`config.mk`:
```
export PLATFORM = sky130hd
export DESIGN_NAME = atmega_pio_pcint
export DESIGN_NICKNAME = d
export VERILOG_FILES = /design/src/rtl/atmega_pio_pcint.sv
export SDC_FILE = /design/constraint.sdc
export NUM_CORES = 1
export LEC_CHECK = 0
export CAP_MARGIN = 40
export CORE_MARGIN = 8
export CORE_UTILIZATION = 41
export DETAILED_ROUTE_END_ITERATION = 6
export HOLD_SLACK_MARGIN = 0.03
export PLACE_DENSITY = 0.79
export SKIP_CTS_REPAIR_TIMING = 1
export SLEW_MARGIN = 20
export SYNTH_ARGS = -nofsm -noshare
export SYNTH_HDL_FRONTEND = slang
export SYNTH_SLANG_ARGS = --single-unit
```
`constraint.sdc`:
```
create_clock -name clk -period 3.7 [get_ports clk]
set_input_delay 0.74 -clock clk [delete_from_list [all_inputs] [get_ports clk]]
set_output_delay 0.74 -clock clk [all_outputs]
set_load 0.005 [all_outputs]
```
`src/rtl/atmega_pio_pcint.sv`:
```
`default_nettype none
// ============================================================================
// atmega_pio_pcint : ATmega-style GPIO port with PINx toggle-write, pull-ups
// and an optional pin-change interrupt, enabled by ATMEGA_PIO_PCINT_EN.
// Revision: 1.0
// ============================================================================
module atmega_pio_pcint #(
  parameter int          BUS_ADDR_DATA_LEN = 16,
  parameter int          WIDTH             = 8,
  parameter int          PORT_ADDR         = 0,
  parameter int          DDR_ADDR          = 1,
  parameter int          PIN_ADDR          = 2,
  parameter int          PCMSK_ADDR        = 3,
  parameter int          PCIFR_ADDR        = 4,
  parameter logic [7:0]  PINMASK           = 8'hFF
) (
  input  logic                         clk,
  input  logic                         rst,
  input  logic [BUS_ADDR_DATA_LEN-1:0] addr,
  input  logic                         wr,
  input  logic                         rd,
  input  logic [7:0]                   bus_in,
  output logic [7:0]                   bus_out,
  input  logic [7:0]                   io_in,
  output logic [7:0]                   io_out,
  output logic [7:0]                   io_dir,
  output logic [7:0]                   io_pullup,
  output logic                         irq,
  input  logic                         irq_ack
);

  localparam logic [7:0] VALID = PINMASK & 8'((1 << WIDTH) - 1);

  localparam logic [BUS_ADDR_DATA_LEN-1:0] A_PORT = BUS_ADDR_DATA_LEN'(PORT_ADDR);
  localparam logic [BUS_ADDR_DATA_LEN-1:0] A_DDR  = BUS_ADDR_DATA_LEN'(DDR_ADDR);
  localparam logic [BUS_ADDR_DATA_LEN-1:0] A_PIN  = BUS_ADDR_DATA_LEN'(PIN_ADDR);

  logic       sel_port, sel_ddr, sel_pin;
  logic [7:0] port_q, ddr_q, sync1, sync2;
  logic [7:0] wdata;
  logic [7:0] pcmsk_rd, pcifr_rd;
  logic       pcmsk_hit, pcifr_hit;

  assign sel_port = (addr == A_PORT);
  assign sel_ddr  = (addr == A_DDR);
  assign sel_pin  = (addr == A_PIN);
  assign wdata    = bus_in & VALID;

  always_ff @(posedge clk or posedge rst) begin
    if (rst) begin
      port_q <= 8'h00;
      ddr_q  <= 8'h00;
      sync1  <= 8'h00;
      sync2  <= 8'h00;
    end else begin
      // PIN write flips PORT bits instead of loading them
      if (wr && sel_port)
        port_q <= wdata;
      else if (wr && sel_pin)
        port_q <= port_q ^ wdata;
      if (wr && sel_ddr)
        ddr_q <= wdata;
      sync1 <= io_in & VALID;
      sync2 <= sync1;
    end
  end

  assign io_out    = ddr_q & port_q & VALID;
  assign io_dir    = ddr_q & VALID;
  assign io_pullup = ~ddr_q & port_q & VALID;

`ifdef ATMEGA_PIO_PCINT_EN
  localparam logic [BUS_ADDR_DATA_LEN-1:0] A_PCMSK = BUS_ADDR_DATA_LEN'(PCMSK_ADDR);
  localparam logic [BUS_ADDR_DATA_LEN-1:0] A_PCIFR = BUS_ADDR_DATA_LEN'(PCIFR_ADDR);

  logic [7:0] prev, pcmsk_q, chg;
  logic       pcif_q, pc_set, pc_clr;

  assign pcmsk_hit = (addr == A_PCMSK);
  assign pcifr_hit = (addr == A_PCIFR);
  // mask in use this cycle is the registered one, so a same-cycle write sees the old mask
  assign chg    = (sync2 ^ prev) & pcmsk_q;
  assign pc_set = |chg;
  assign pc_clr = (wr && pcifr_hit && bus_in[0]) || irq_ack;

  always_ff @(posedge clk or posedge rst) begin
    if (rst) begin
      prev    <= 8'h00;
      pcmsk_q <= 8'h00;
      pcif_q  <= 1'b0;
    end else begin
      prev <= sync2;
      if (wr && pcmsk_hit)
        pcmsk_q <= wdata;
      if (pc_set)
        pcif_q <= 1'b1;
      else if (pc_clr)
        pcif_q <= 1'b0;
    end
  end

  assign pcmsk_rd = pcmsk_q & VALID;
  assign pcifr_rd = {7'b0, pcif_q};
  assign irq      = pcif_q;
`else
  logic unused_pcint;

  assign pcmsk_hit    = 1'b0;
  assign pcifr_hit    = 1'b0;
  assign pcmsk_rd     = 8'h00;
  assign pcifr_rd     = 8'h00;
  assign irq          = 1'b0;
  assign unused_pcint = irq_ack;
`endif

  always_comb begin
    bus_out = 8'h00;
    if (rd && !rst) begin
      if (sel_port)
        bus_out = port_q & VALID;
      else if (sel_ddr)
        bus_out = ddr_q & VALID;
      else if (sel_pin)
        bus_out = sync2 & VALID;
      else if (pcmsk_hit)
        bus_out = pcmsk_rd;
      else if (pcifr_hit)
        bus_out = pcifr_rd;
    end
  end

endmodule
`default_nettype wire

```
==> flow_summary.ini <==
[global_route]
grt_usage_pct = 15.4
grt_overflow_total = 0
grt_first_pass_wirelength_um = 7490
grt_antenna_before_repair = 0
grt_start_max_net_pins = 33
grt_pass1_vias = 1478

[finish]
syn_to_final_growth_pct = 61.7
finalInstanceArea_mm2 = 0.00250
drive_gt1_share_pct = 23.9
stdcell_count = 270
final_common_cell = clkdlybuf4s50_1
diodes = 0
nNetsFinal = 258
final_cell_mix = clkdlybuf4s50_1, dfrtp_1, and2_1

[sta]
setup_viol = 0
hold_viol_final = 0
min_period_ns = 3.65
period_share_pct = 98.8
slew_headroom_pct = 54.4
clock_skew_ns = 0.00580
tns_ns = 0
tightestPinTransition_ns = 0.681
drv_slew = 0
setup_ws_ns = 0.0460
fmax_ghz = 0.274

[synthesis]
synth_nets = 180
yosys_register_bits = 32
synth_top_area_cell = dfrtp_1
synth.avg_cell_area_um2 = 10.8
synth.area.top_cells = dfrtp_1, and2_1, mux2_2
synth_seq_area_share_pct = 51.8
yosysUniqueCellTypes = 24
synth_top_area_share_pct = 51.8
synth_area_mm2 = 0.00155
yosys_warnings = 0
syn_inst = 143

[floorplanning]
fp.coreArea_mm2 = 0.00363
die-area_mm2 = 0.00599
die_x_um = 77.4
ioPinCount = 70
start_util_pct = 42.6
die_h_um = 77.4
rows = 22

[place]
dpl.cell_count = 262
place_congestion = 0.777
hpwl_um = 3390
dpl_worst_slack_ns = -0.367
placedInstanceArea_mm2 = 0.00232
portBuffers = 67

[clocking]
clk_latency_ns = 0.29
cts.sinks = 32
cts_made_buffers = 5
clk_pin_slew_ns = 0.07
cts_root_buf = clkbuf_8
cts_buffer_depth = 2
cts_tree = built
h-tree-depth = 2

[pwr]
power.switching_mw = 0.173
p_comb_share_pct = 9.0
total_power_mw = 0.775
power_leakage_nw = 1.15
netSwitchingFraction_pct = 22.3
p_int_mw = 0.602
vdd_drop_max_mv = 0.327
power_frac_seq_pct = 46.5
p_per_area_mw_per_mm2 = 310
clkPwrFrac_pct = 44.5

[setup_path]
crit_fanout = 9
cp-end-kind = output pin
worstPathArrival_ns = 2.91
path_class = input port to output pin
startpoint_type = input port
crit_required_ns = 2.96

[drt]
drtIter0Drc = 59
avgViaCountPerCell = 5.10
drc = 0
drt-total-wl_um = 4550
avgRoutedWirePerCell_um = 16.9
ant_nets = 0
via_count = 1376
drt_pre_antenna_iters = 4

[run_status]
status = finished, final reports clean

[flow_run]
drv_cap = 0

[worst_hold_path]
hold_class = register to register
per-stage QoR:
step | hold WS [ns] | util, %
after CTS | 0.347 | 66.9
final | 0.344 | 68.8
after detailed placement | 0.336 | 63.8
after global routing | 0.351 | 68.8
after floorplan | 0.331 | -
after global placement | 0.333 | 63.8
power by group through the flow:
stage / Combinational [mW] / Sequential, mW / Clock [mW]
4_1_cts: 0.0675 / 0.360 / 0.353
3_5_place_dp: 0.0671 / 0.367 / 0
5_1_grt: 0.0751 / 0.361 / 0.370
3_3_place_gp: 0.0654 / 0.367 / 0
6_report: 0.0695 / 0.361 / 0.345
2_1_floorplan: 0.0204 / 0.367 / 0
worst max-delay path, stage by stage:
cell and delay [ns]:
clkdlybuf4s50_1 0.40, or4_4 0.55, or4_4 0.54, buf_12 0.17, nor3_1 0.17, o221a_2 0.21, dlymetal6s2s_1 0.14
sequential cells by signal (all words and copies together) (netlist names):
signal and cells:
port_q 8, io_dir 8, sync2 8, sync1 8
cells by family after synthesis:
kind of cell / Yosys count / share of synthesized area [%]
other cells: 1 / 0.242
simple gates: 63 / 24.1
xor+xnor: 8 / 4.53
flops: 32 / 51.8
compound gates: 16 / 9.06
mux: 8 / 5.83
buf+inv: 15 / 4.45
path summary, 6_finish.rpt:
path                            from    endpoint  slack, ns  cells past startpoint
max                          addr[5]  bus_out[0]       0.05                      7
min                         sync1[5]    sync2[5]       0.34                      0
max reg2reg                port_q[2]   port_q[2]       2.85                      3
min reg2reg                 sync1[5]    sync2[5]       0.34                      0
max in group asynchronous        rst   io_dir[5]       2.38                      2
min in group asynchronous        rst   io_dir[7]       0.89                      2
Yosys cell counts (all sizes together):
cell / number
o221a: 8
or4: 4
or4b: 2
buf: 4
nor4: 3
nor2: 9
nor2b: 9
and2: 16
conb: 1
clkbuf: 2
xnor2: 8
dfrtp: 32
mux2: 8
a31oi: 8
inv: 9
or2: 1
nor3: 9
nand2: 10
per-layer routing:
layer  share of wire (%)  global-route usage, %  vias up
met2                  49                   25.3       48
met1                  42                   17.5      674
met4                 1.8                   5.66        0
li1                    -                      -      647
met5                   0                      0        -
met3                 7.4                   6.57        7
cell type report:
type	count	area, um^2
Clock buffer	5	68.8
Multi-Input combinational cell	96	727
Clock inverter	3	46.3
Fill cell	290	1130
Tap cell	48	60.1
Inverter	9	33.8
Timing Repair Buffer	77	763
Sequential cell	32	801
No activity file was read; power rests on OpenSTA's default activity.
